`config.mk`:
```
export PLATFORM = sky130hd
export DESIGN_NAME = sd_card_responder_flat
export DESIGN_NICKNAME = d
export VERILOG_FILES = /design/src/rtl/sd_card_responder_if.sv /design/src/rtl/sd_card_responder.sv /design/src/flat_wrapper.sv
export SDC_FILE = /design/constraint.sdc
export NUM_CORES = 1
export LEC_CHECK = 0
export BUFFER_PORTS_ARGS = -buffer_cell sky130_fd_sc_hd__buf_4
export CORE_UTILIZATION = 45
export DETAILED_ROUTE_END_ITERATION = 12
export SETUP_SLACK_MARGIN = 0.3
export SLEW_MARGIN = 20
export SYNTH_ARGS = -nofsm -noshare
export SYNTH_HDL_FRONTEND = slang
export SYNTH_SLANG_ARGS = --single-unit
export TNS_END_PERCENT = 50
```
`constraint.sdc`:
```
create_clock -name SD_clk -period 4.85 [get_ports SD_clk]
set_input_delay 0.97 -clock SD_clk [delete_from_list [all_inputs] [get_ports SD_clk]]
set_output_delay 0.97 -clock SD_clk [all_outputs]
set_load 0.01 [all_outputs]
```
`src/rtl/sd_card_responder_if.sv`:
```
// SPI-mode SD link between an init master and the card responder.
// The master drives chip select and MOSI; the card drives MISO and status.
interface sd_card_responder_if;
    logic       SD_cs;
    logic       SD_datain;
    logic       SD_dataout;
    logic       card_ready;
    logic       cmd_valid;
    logic [5:0] cmd_index;

    modport master (
        output SD_cs,
        output SD_datain,
        input  SD_dataout,
        input  card_ready,
        input  cmd_valid,
        input  cmd_index
    );

    modport slave (
        input  SD_cs,
        input  SD_datain,
        output SD_dataout,
        output card_ready,
        output cmd_valid,
        output cmd_index
    );
endinterface

```
`src/rtl/sd_card_responder.sv`:
```
// SPI-mode SD card responder. Deframes 48-bit commands sampled on the rising
// edge of SD_clk and answers with R1/R3/R7 shifted out on the falling edge.
// Models the CMD0 -> CMD8 -> (CMD55+ACMD41)xN -> CMD58 -> CMD16 power-up flow.
module sd_card_responder #(
    parameter int SDHC        = 1,
    parameter int ACMD41_BUSY = 3,
    parameter int NCR_BYTES   = 1
) (
    input logic            SD_clk,
    input logic            rst_n,
    sd_card_responder_if.slave sd
);

    typedef enum logic [1:0] {HUNT, CMD, NCR, RESP} state_t;

    localparam logic [5:0] NCR_LAST  = 6'(NCR_BYTES * 8 - 1);
    localparam logic [3:0] BUSY_LIM  = 4'(ACMD41_BUSY);
    localparam logic [5:0] LAST_BIT  = 6'd47;
    localparam logic [5:0] R1_LAST   = 6'd7;
    localparam logic [5:0] LONG_LAST = 6'd39;

    state_t      state_reg,      state_next;
    logic [5:0]  bit_cnt_reg,    bit_cnt_next;
    logic [46:0] shift_reg,      shift_next;
    logic [5:0]  ncr_cnt_reg,    ncr_cnt_next;
    logic [39:0] resp_reg,       resp_next;
    logic [5:0]  resp_last_reg,  resp_last_next;
    logic        in_idle_reg,    in_idle_next;
    logic        app_cmd_reg,    app_cmd_next;
    logic [3:0]  busy_cnt_reg,   busy_cnt_next;
    logic        card_ready_reg, card_ready_next;
    logic        cmd_valid_reg,  cmd_valid_next;
    logic [5:0]  cmd_index_reg,  cmd_index_next;
    logic        dataout_reg;

    // Full frame as seen on the posedge that samples the final (end) bit.
    logic [47:0] frame;
    logic [5:0]  idx;
    logic [31:0] arg;
    logic        crc_ok;

    // Generator x^7 + x^3 + 1, MSB first, zero preset.
    function automatic logic [6:0] crc7(input logic [39:0] d);
        logic [6:0] c;
        logic       fb;
        c = '0;
        for (int i = 39; i >= 0; i--) begin
            fb = d[i] ^ c[6];
            c  = {c[5:0], 1'b0};
            if (fb) c = c ^ 7'h09;
        end
        return c;
    endfunction

    assign frame  = {shift_reg, sd.SD_datain};
    assign idx    = frame[45:40];
    assign arg    = frame[39:8];
    assign crc_ok = (frame[7:1] == crc7(frame[47:8]));

    // Posedge state: FSM, frame shifter, response sequencing and card state.
    always_ff @(posedge SD_clk or negedge rst_n) begin
        if (!rst_n) begin
            state_reg      <= HUNT;
            bit_cnt_reg    <= '0;
            shift_reg      <= '0;
            ncr_cnt_reg    <= '0;
            resp_reg       <= '0;
            resp_last_reg  <= '0;
            in_idle_reg    <= 1'b1;
            app_cmd_reg    <= 1'b0;
            busy_cnt_reg   <= '0;
            card_ready_reg <= 1'b0;
            cmd_valid_reg  <= 1'b0;
            cmd_index_reg  <= '0;
        end else begin
            state_reg      <= state_next;
            bit_cnt_reg    <= bit_cnt_next;
            shift_reg      <= shift_next;
            ncr_cnt_reg    <= ncr_cnt_next;
            resp_reg       <= resp_next;
            resp_last_reg  <= resp_last_next;
            in_idle_reg    <= in_idle_next;
            app_cmd_reg    <= app_cmd_next;
            busy_cnt_reg   <= busy_cnt_next;
            card_ready_reg <= card_ready_next;
            cmd_valid_reg  <= cmd_valid_next;
            cmd_index_reg  <= cmd_index_next;
        end
    end

    // Next-state: hunt for start bit, collect 48 bits, decode, then NCR fill and response.
    always_comb begin
        logic [7:0]  r1;
        logic [31:0] body;
        logic        long_resp;

        state_next      = state_reg;
        bit_cnt_next    = bit_cnt_reg;
        shift_next      = shift_reg;
        ncr_cnt_next    = ncr_cnt_reg;
        resp_next       = resp_reg;
        resp_last_next  = resp_last_reg;
        in_idle_next    = in_idle_reg;
        app_cmd_next    = app_cmd_reg;
        busy_cnt_next   = busy_cnt_reg;
        card_ready_next = card_ready_reg;
        cmd_valid_next  = 1'b0;
        cmd_index_next  = cmd_index_reg;
        r1              = 8'h00;
        body            = 32'h0;
        long_resp       = 1'b0;

        if (sd.SD_cs) begin
            // Deselect abandons any frame or response; card state is kept.
            state_next = HUNT;
        end else begin
            case (state_reg)
                HUNT: begin
                    shift_next = {shift_reg[45:0], sd.SD_datain};
                    if (!sd.SD_datain) begin
                        state_next   = CMD;
                        bit_cnt_next = 6'd1;
                    end
                end
                CMD: begin
                    shift_next   = {shift_reg[45:0], sd.SD_datain};
                    bit_cnt_next = bit_cnt_reg + 6'd1;
                    if (bit_cnt_reg == 6'd1 && !sd.SD_datain) begin
                        // Transmission bit must be 1; otherwise keep hunting.
                        state_next = HUNT;
                    end else if (bit_cnt_reg == LAST_BIT) begin
                        if (!sd.SD_datain) begin
                            state_next = HUNT;
                        end else begin
                            cmd_valid_next = 1'b1;
                            cmd_index_next = idx;
                            app_cmd_next   = 1'b0;
                            if ((idx == 6'd0 || idx == 6'd8) && !crc_ok) begin
                                r1 = {4'b0000, 1'b1, 2'b00, in_idle_reg};
                            end else begin
                                case (idx)
                                    6'd0: begin
                                        in_idle_next    = 1'b1;
                                        card_ready_next = 1'b0;
                                        busy_cnt_next   = '0;
                                        r1              = 8'h01;
                                    end
                                    6'd8: begin
                                        long_resp = 1'b1;
                                        r1        = {7'b0, in_idle_reg};
                                        body      = {20'h0, (arg[11:8] == 4'h1) ? 4'h1 : 4'h0, arg[7:0]};
                                    end
                                    6'd55: begin
                                        r1           = {7'b0, in_idle_reg};
                                        app_cmd_next = 1'b1;
                                    end
                                    6'd41: begin
                                        if (app_cmd_reg) begin
                                            if (busy_cnt_reg < BUSY_LIM) begin
                                                r1            = 8'h01;
                                                busy_cnt_next = (busy_cnt_reg == 4'hF) ? 4'hF : busy_cnt_reg + 4'd1;
                                            end else begin
                                                r1              = 8'h00;
                                                in_idle_next    = 1'b0;
                                                card_ready_next = 1'b1;
                                            end
                                        end else begin
                                            r1 = {5'b0, 1'b1, 1'b0, in_idle_reg};
                                        end
                                    end
                                    6'd58: begin
                                        long_resp = 1'b1;
                                        r1        = {7'b0, in_idle_reg};
                                        body      = {card_ready_reg, (SDHC != 0) && card_ready_reg,
                                                     6'b0, 9'h1FF, 15'h0};
                                    end
                                    6'd16: begin
                                        r1 = (arg == 32'd512) ? {7'b0, in_idle_reg}
                                                              : {1'b0, 1'b1, 5'b0, in_idle_reg};
                                    end
                                    default: begin
                                        r1 = {5'b0, 1'b1, 1'b0, in_idle_reg};
                                    end
                                endcase
                            end
                            resp_next      = {r1, body};
                            resp_last_next = long_resp ? LONG_LAST : R1_LAST;
                            ncr_cnt_next   = '0;
                            state_next     = NCR;
                        end
                    end
                end
                NCR: begin
                    if (ncr_cnt_reg == NCR_LAST) begin
                        state_next   = RESP;
                        bit_cnt_next = '0;
                    end else begin
                        ncr_cnt_next = ncr_cnt_reg + 6'd1;
                    end
                end
                RESP: begin
                    resp_next = {resp_reg[38:0], 1'b0};
                    if (bit_cnt_reg == resp_last_reg) begin
                        state_next = HUNT;
                    end else begin
                        bit_cnt_next = bit_cnt_reg + 6'd1;
                    end
                end
                default: state_next = HUNT;
            endcase
        end
    end

    // Negedge MISO driver: response MSB while responding, idle-high otherwise.
    always_ff @(negedge SD_clk or negedge rst_n) begin
        if (!rst_n) begin
            dataout_reg <= 1'b1;
        end else begin
            dataout_reg <= (state_reg == RESP) ? resp_reg[39] : 1'b1;
        end
    end

    assign sd.SD_dataout = dataout_reg;
    assign sd.card_ready = card_ready_reg;
    assign sd.cmd_valid  = cmd_valid_reg;
    assign sd.cmd_index  = cmd_index_reg;

endmodule
```
`src/flat_wrapper.sv`:
```
// flat-port wrapper written by rule: the top's interface ports become plain ports
module sd_card_responder_flat 
#(
    parameter int SDHC        = 1,
    parameter int ACMD41_BUSY = 3,
    parameter int NCR_BYTES   = 1
)
  (SD_clk, rst_n, sd_SD_cs, sd_SD_datain, sd_SD_dataout, sd_card_ready, sd_cmd_valid, sd_cmd_index);
  sd_card_responder_if sd_i ();
  input logic SD_clk;
  input logic rst_n;
  input wire logic [$bits(sd_i.SD_cs)-1:0] sd_SD_cs;
  input wire logic [$bits(sd_i.SD_datain)-1:0] sd_SD_datain;
  output wire logic [$bits(sd_i.SD_dataout)-1:0] sd_SD_dataout;
  output wire logic [$bits(sd_i.card_ready)-1:0] sd_card_ready;
  output wire logic [$bits(sd_i.cmd_valid)-1:0] sd_cmd_valid;
  output wire logic [$bits(sd_i.cmd_index)-1:0] sd_cmd_index;
  assign sd_i.SD_cs = sd_SD_cs;
  assign sd_i.SD_datain = sd_SD_datain;
  assign sd_SD_dataout = sd_i.SD_dataout;
  assign sd_card_ready = sd_i.card_ready;
  assign sd_cmd_valid = sd_i.cmd_valid;
  assign sd_cmd_index = sd_i.cmd_index;
  sd_card_responder #(.SDHC(SDHC), .ACMD41_BUSY(ACMD41_BUSY), .NCR_BYTES(NCR_BYTES)) u_core (.SD_clk(SD_clk), .rst_n(rst_n), .sd(sd_i));
endmodule
```
==> impl_results.md, run 1 <==
* Met3 wire length at 310 µm
* Leading post-synthesis cells by cell area: sky130_fd_sc_hd__dfrtp_1 47%, sky130_fd_sc_hd__mux2_2 8.6%, sky130_fd_sc_hd__xnor3_1 5.5%, sky130_fd_sc_hd__xnor2_1 5.3%, sky130_fd_sc_hd__nand2_1 3.2%
* Die area at 14,100 µm²
* Delay of the slowest cell on the worst path at 0.51 ns
* Worst EP arrival at 3.48 ns
* Routed length on met1 at 5.76 mm
* CP max FO at 1
* Number of maximum-capacitance violations at 0
* Hpwl dp at 8.23 mm
* Area growth from synthesis to layout at 13.5%
* Total wirelength of the detailed-routed design at 12.2 mm
* Power density over cell area at 862 nW/µm²
* CTS sink count at 118
* Worst slew pin tran at 1.03 ns
* Share of the synthesized area in the top cell type at 0.474
* Pin count of the biggest net entering global routing at 75
* # DRC at 0
* Placed Cells at 692
* Global-route congestion overflow total at 0
* Count of buffers inserted at the top-level ports at 12
* Count of different cell masters after synthesis at 64
* Cell area after synthesis at 6130 µm²
* Last weighted congestion value of the routability-driven placer at 0.844
* Finish-stage setup viols at 0
* Clock tree from TritonCTS: yes
* Number of storage elements in the synthesis netlist at 118
* Row cnt at 42
* Kind of end point of the critical path: primary output
* Setup repair after global routing missed its margin: no
* Count of nets left with antenna violations after detail routing at 0
* Vertical extent of the die at 119 µm
* Routed via count at 3,987
* Number of global-route vias before repair at 4,090
* Combined flip-flop and latch cell area at 2960 µm²
* Global-route wire length before repair at 20.7 mm
* Total Routing Usage GR at 0.190
* List of most frequent post-synthesis cells: 116 x sky130_fd_sc_hd__dfrtp_1, 52 x sky130_fd_sc_hd__nand2_1, 47 x sky130_fd_sc_hd__mux2_2, 37 x sky130_fd_sc_hd__xnor2_1, 29 x sky130_fd_sc_hd__nor2_1
* Category of cells accounting for the largest share of critical-path delay: flip-flops
* Top-level I/O count at 13
* Number of fill cells at 1,154
* Number of standard cells in the final layout excluding fillers at 724
* WHS Path Cells at 1
* Post-Route Hold Slack at 0.483 ns
* Area used by multi-input combinational logic at 3030 µm²
* Starting utilization of the core area at 0.463
* Final hold violation count at 0
* Maximum number of buffers from clock root to sink at 2
* Class of the worst hold path: reg2reg
* Hold Buf Count CTS at 0
* Startpoint of the worst register-to-register path: u_core.shift_reg[43]$_DFFE_PN0P_
* Met2 WL at 5.89 mm
* Classification of the worst setup path: reg2out
* Endpoint of the lowest-slack register-to-register path: u_core.busy_cnt_reg[0]$_DFFE_PN0P_
* VDD IR-drop max at 633 µV
* Clock Skews at 0.0210 ns
* Clock latency at the later pin of the worst-skew pair at 0.44 ns
* Flip-flop count of the largest register after layout at 47
* Number of cell instances on the worst register-to-register path at 10
* Master of the slowest instance on the critical path: sky130_fd_sc_hd__dfstp_2
* Final-report max-slew violation count at 0
* Buf/Inv on CP at 1
* Worst Setup Start Kind: register
* Die width at 119 µm
* Via/cell ratio at 5.51
* Portion of the post-synthesis area used by sequential elements at 0.482
* Origin of the worst min-delay path: u_core.resp_reg[8]$_DFFE_PN0P_
* H-tree depth reported by CTS at 4
* TritonCTS buffer count at 17
* Required time worst endpoint at 3.88 ns
* Largest area contributor in the netlist: sky130_fd_sc_hd__dfrtp_1
* Clock transition at the registers of the reported paths at 0.05 ns
* Synth Flop Type: sky130_fd_sc_hd__dfrtp_1
* Relative slew margins at 0.309
* Post-CTS setup repair buffer count at 0
* Number of antenna violations at the first check in global routing at 0
* Synth Net Count at 538
* Core area at 13,200 µm²
* Detailed Routing Iterations Pass 1 at 5
* End of the worst hold path: u_core.resp_reg[9]$_DFFE_PN0P_
* Count of cells resized by post-cts repair at 0
* Yosys synthesis warning count at 0
* Worst-case register-to-register setup slack at 0.58 ns
* Avg Inst Size Synth at 11.6 µm²
* Synthesized instance count at 530
* Final TNS setup at 0 ns
* Fraction of final layout cells sized beyond drive strength 1 at 0.208
* Per-cell routed wire length at 16.8 µm
* Proportion of register bits with asynchronous set or reset after synthesis at 1.00
* Post-layout nets at 544
* Sequence of cells on the critical path: buf_4
* Leakage dissipation at 3.19 nW
* Top sig layer: met4
* Outcome: completed
* Number of antenna repair diodes at 0
* Initial drt markers at 279
* Number of synthesized flops with an enable pin at 0
* Clock root buffer: sky130_fd_sc_hd__clkbuf_16
* Most frequent cell after synthesis: sky130_fd_sc_hd__dfrtp_1
layout by cell type, fill, tap and decap left out, types with 2 or more instances in the layout:
cell	n
sky130_fd_sc_hd__buf_4	16
sky130_fd_sc_hd__nor2b_1	2
sky130_fd_sc_hd__xnor2_2	4
sky130_fd_sc_hd__nand3_1	6
sky130_fd_sc_hd__nand4_1	5
sky130_fd_sc_hd__xnor3_2	4
sky130_fd_sc_hd__o31ai_1	5
sky130_fd_sc_hd__dfstp_2	2
sky130_fd_sc_hd__clkinv_2	3
sky130_fd_sc_hd__dfrtp_1	116
sky130_fd_sc_hd__nand2b_1	4
sky130_fd_sc_hd__a21o_1	3
sky130_fd_sc_hd__mux2_2	47
sky130_fd_sc_hd__o21ai_0	22
sky130_fd_sc_hd__o221ai_1	2
sky130_fd_sc_hd__nor3_1	6
sky130_fd_sc_hd__or3_1	3
sky130_fd_sc_hd__bufinv_16	2
sky130_fd_sc_hd__nor2_1	28
sky130_fd_sc_hd__o21ai_1	11
sky130_fd_sc_hd__or2_2	2
sky130_fd_sc_hd__inv_1	7
sky130_fd_sc_hd__clkbuf_16	17
sky130_fd_sc_hd__a211oi_1	3
sky130_fd_sc_hd__ha_1	4
sky130_fd_sc_hd__xnor3_1	15
sky130_fd_sc_hd__clkinv_4	2
sky130_fd_sc_hd__nand2_1	52
sky130_fd_sc_hd__a21oi_1	20
sky130_fd_sc_hd__nor4_1	10
sky130_fd_sc_hd__and3_1	3
sky130_fd_sc_hd__a221oi_1	2
sky130_fd_sc_hd__nor4b_1	3
sky130_fd_sc_hd__clkinvlp_4	5
sky130_fd_sc_hd__a22o_1	21
sky130_fd_sc_hd__a32oi_1	8
sky130_fd_sc_hd__xnor2_1	37
sky130_fd_sc_hd__and2_1	5
sky130_fd_sc_hd__xor2_1	10
layout make-up:
cell class              instances  area share
inverters                       7     0.00378
multi-input cells             374       0.436
repair buffers                 17      0.0212
flip-flops and latches        118       0.425
well taps                     176      0.0317
clock buffers                  18      0.0631
clock inverters                14      0.0198
how the worst max path moves through the flow:
| stage | from | to | slack [ns] | cells after the start |
|---|---|---|---|---|
| global placement | u_core.shift_reg[44]$_DFFE_PN0P_ | u_core.busy_cnt_reg[0]$_DFFE_PN0P_ | 0.73 | 10 |
| detailed placement | u_core.shift_reg[44]$_DFFE_PN0P_ | u_core.busy_cnt_reg[0]$_DFFE_PN0P_ | 0.61 | 10 |
| finish | u_core.sd.SD_dataout$_DFF_NN1_ | sd_SD_dataout | 0.40 | 1 |
| floorplan | u_core.sd.SD_dataout$_DFF_NN1_ | sd_SD_dataout | 0.94 | 0 |
| global route | u_core.shift_reg[43]$_DFFE_PN0P_ | u_core.busy_cnt_reg[0]$_DFFE_PN0P_ | 0.32 | 10 |
| CTS | u_core.sd.SD_dataout$_DFF_NN1_ | sd_SD_dataout | 0.38 | 1 |
report_power, final:
group          total [mW]  switching (mW)  internal (mW)
sequential           1.46           0.266           1.20
combinational        3.32            1.54           1.78
clock                1.21           0.453          0.761
logic make-up (layout without fill, tap and decap cells):
kind of cell               count (synthesis)  after routing  synth area share
xor gates and xnor gates                  73             73             0.159
and+or+nand+nor                          137            137             0.112
muxes                                     48             48            0.0880
adders and majority gates                  4              4           0.00817
AOI/OAI and AO/OA                        112            112             0.125
DFF                                      118            118             0.482
buffers and inverters                     38             56            0.0265
metal layers:
metal,global-route usage,vias to the layer above
met2,0.301,46
met5,0,-
met1,0.247,2003
li1,-,1922
met3,0.0415,16
met4,0.0949,0
metrics by stage:
step / utilization / power (mW) / area (µm²) / worst slack [ns]
floorplan: - / 4.33 / 6130 / 0.935
finish: 0.525 / 6.00 / 6960 / 0.400
global placement: 0.480 / 4.74 / 6360 / 0.731
global route: 0.525 / 6.34 / 6960 / 0.317
CTS: 0.523 / 6.03 / 6930 / 0.380
detailed placement: 0.480 / 4.79 / 6360 / 0.612
No activity file was read; power rests on OpenSTA's default activity.
==> run 2, diff against run 1 <==
--- a/config.mk
+++ b/config.mk
@@ -6,7 +6,9 @@
 export NUM_CORES = 1
 export LEC_CHECK = 0
+export ABC_CLOCK_PERIOD_IN_PS = 4850
 export BUFFER_PORTS_ARGS = -buffer_cell sky130_fd_sc_hd__buf_4
 export CORE_UTILIZATION = 45
 export DETAILED_ROUTE_END_ITERATION = 12
+export RECOVER_POWER = 100
 export SETUP_SLACK_MARGIN = 0.3
 export SLEW_MARGIN = 20
==> constraint.sdc (replaced) <==
create_clock -name SD_clk -period 4.85 [get_ports SD_clk]
set_input_delay 0.2425 -clock SD_clk [delete_from_list [all_inputs] [get_ports SD_clk]]
set_output_delay 0.2425 -clock SD_clk [all_outputs]
set_load 0.01 [all_outputs]
==> run 2 against run 1 <==
- the flow now finishes with violations (max-capacitance violations, max-slew violations)
- clock-buffer cell count up 1
- global-route usage about the same
- via count up 1.3%
- hold slack worse by 0.39 ns
- sequential cell count unchanged
- utilization up 0.076 points
- total power up 3.1%
- final area up 0.14%
- clock power up 17%
- worst setup slack better by 0.12 ns
- sequential share of layout area down 0.061 points
- sequential power about the same
==> impl_results.md, run 2 (synthesis results as in run 1) <==
* Starting utilization of the core area at 0.463 (unchanged)
* Number of antenna repair diodes at 0 (unchanged)
* Flip-flop count of the largest register after layout at 47 (unchanged)
* Final standard cell area without fillers at 6970 µm² (+0.14%)
* H-tree depth reported by CTS at 4 (unchanged)
* Finish-stage setup viols at 0 (unchanged)
* Clock transition at the registers of the reported paths at 0.06 ns (about the same)
* Die width at 119 µm (unchanged)
* Worst slew pin tran at 2.48 ns (+1.45 ns)
* Global-route wire length before repair at 20.7 mm (+0.16%)
* Required time worst endpoint at 5.16 ns (+1.28 ns)
* Clock tree from TritonCTS: yes
* Classification of the worst setup path: reg2reg
* Count of buffers inserted at the top-level ports at 12 (unchanged)
* Clock Skews at 0.0207 ns (-0.000285 ns)
* Total power draw at 6.18 mW (+3.1%)
* Number of maximum-capacitance violations at 3 (+3)
* Worst Setup Start Kind: register
* Post-CTS setup repair buffer count at 0 (unchanged)
* Final worst setup slack at 0.524 ns (+0.124 ns)
* Most frequent CP cell: sky130_fd_sc_hd__xnor3_1
* Leading cell type in the layout, fill and taps excluded: sky130_fd_sc_hd__dfrtp_1
* Total wirelength of the detailed-routed design at 12.2 mm (-0.15%)
* Hold Buf Count CTS at 1 (+1)
* # DRC at 0 (unchanged)
* Last weighted congestion value of the routability-driven placer at 0.848 (+0.39%)
* Number of fill cells at 1,182 (+2.4%)
* Clock latency at the later pin of the worst-skew pair at 0.44 ns (about the same)
* Highest-count cells in the layout ignoring fill and taps: 116 x sky130_fd_sc_hd__dfrtp_1, 52 x sky130_fd_sc_hd__nand2_1, 47 x sky130_fd_sc_hd__mux2_2
* Outcome: complete, but fails checks
* Number of global-route vias before repair at 4,017 (-1.8%)
* Count of cells resized by post-cts repair at 0 (unchanged)
* Final-report max-slew violation count at 144 (+144)
* CP max FO at 14 (+13)
* Final hold violation count at 0 (unchanged)
* Part of the cycle the worst path needs at 0.892
* Max Clock Freq at 0.231 GHz
* Placed Cells at 691 (-0.14%)
* Post-layout nets at 544 (unchanged)
* Power density over cell area at 888 nW/µm² (+3.0%)
* Number of antenna violations at the first check in global routing at 0 (unchanged)
* Leakage dissipation at 3.19 nW (-0.11%)
* Vertical extent of the die at 119 µm (unchanged)
* Core area at 13,200 µm² (unchanged)
* Delay of the slowest cell on the worst path at 0.61 ns (+0.10 ns)
* Area growth from synthesis to layout at 13.7%
* Pin count of the biggest net entering global routing at 75 (unchanged)
* DP Area at 6350 µm² (-0.12%)
* Post-Route Hold Slack at 0.0910 ns (-0.392 ns)
* Total Routing Usage GR at 0.190 (about the same)
* Worst EP arrival at 4.63 ns (+1.15 ns)
* Initial drt markers at 350 (+25%)
* Setup repair after global routing missed its margin: no
* TritonCTS buffer count at 17 (unchanged)
* Maximum number of buffers from clock root to sink at 2 (unchanged)
* Fraction of final layout cells sized beyond drive strength 1 at 0.177 (-0.0310)
* Class of the worst hold path: in2reg
* Top-level I/O count at 13 (unchanged)
* Detailed Routing Iterations Pass 1 at 4 (-1)
* Pre-CTS setup slack at 0.619 ns (+0.00657 ns)
* Final standard cell utilization of the core at 0.526 (+0.000756)
* Row cnt at 42 (unchanged)
* Routed via count at 4,038 (+1.3%)
* Count of nets left with antenna violations after detail routing at 0 (unchanged)
* Final Critical Period at 4.33 ns
* Relative slew margins at -0.655 (-0.965)
* Final TNS setup at 0 ns (unchanged)
* Master of the slowest instance on the critical path: sky130_fd_sc_hd__nor4_4
* Hpwl dp at 8.15 mm (-1.1%)
* Violations in the final reports: max-capacitance violations, max-slew violations
* CTS sink count at 118 (unchanged)
* Per-cell routed wire length at 16.8 µm (-0.15%)
* Die area at 14,100 µm² (unchanged)
* Sequence of cells on the critical path: xnor2_1 > xnor3_1 > xnor2_1 > xnor3_1 > xnor3_1 > or2_0 > o221a_1 > nor4_4 > o221ai_1 > mux2_2
* Clock root buffer: sky130_fd_sc_hd__clkbuf_16
* Kind of end point of the critical path: register
* VDD IR-drop max at 745 µV (+18%)
* Via/cell ratio at 5.58 (+1.3%)
* Number of standard cells in the final layout excluding fillers at 724 (unchanged)
* Global-route congestion overflow total at 0 (unchanged)
## run 2: area by class of cell
type	instances	area (µm²)	share of cell area
Clock inverter	13	230	0.0330
Tap cell	176	220	0.0316
Timing Repair Buffer	17	82.6	0.0119
Clock buffer	19	443	0.0636
Inverter	7	26.3	0.00377
Multi-Input combinational cell	374	3010	0.432
Sequential cell	118	2960	0.424
## run 2: worst paths after layout
path                                                  start  slack (ns)  cells past startpoint                                 end
setup / recovery           u_core.shift_reg[43]$_DFFE_PN0P_        0.52                     10  u_core.busy_cnt_reg[0]$_DFFE_PN0P_
min in group asynchronous                             rst_n        0.36                      2   u_core.ncr_cnt_reg[2]$_DFFE_PN0P_
setup reg to reg           u_core.shift_reg[43]$_DFFE_PN0P_        0.52                     10  u_core.busy_cnt_reg[0]$_DFFE_PN0P_
hold reg to reg              u_core.resp_reg[8]$_DFFE_PN0P_        0.47                      2      u_core.resp_reg[8]$_DFFE_PN0P_
hold / removal                                     sd_SD_cs        0.09                      2     u_core.state_reg[1]$_DFFE_PN0P_
max in group asynchronous                             rst_n        1.69                      2      u_core.sd.SD_dataout$_DFF_NN1_
## run 2: critical path, delay by kind of cell, from the launching register on
| family | cells | cell delay (ns) |
|---|---|---|
| simple gates | 2 | 0.86 |
| mux | 1 | 0.31 |
| xor+xnor | 5 | 1.95 |
| flops | 1 | 0.59 |
| compound gates | 2 | 0.52 |
## run 2: metal layers
metal	global-route usage	up-vias	routed length [µm]
met1	0.252	2025	5730
met3	0.0478	21	378
met4	0.0815	0	220
met5	0	-	0
met2	0.297	70	5830
li1	-	1922	-
## run 2: power breakdown
group	switching (mW)	internal (mW)	leakage, nW
registers	0.264	1.20	1.57
logic	1.54	1.76	1.30
clock network	0.447	0.975	0.325
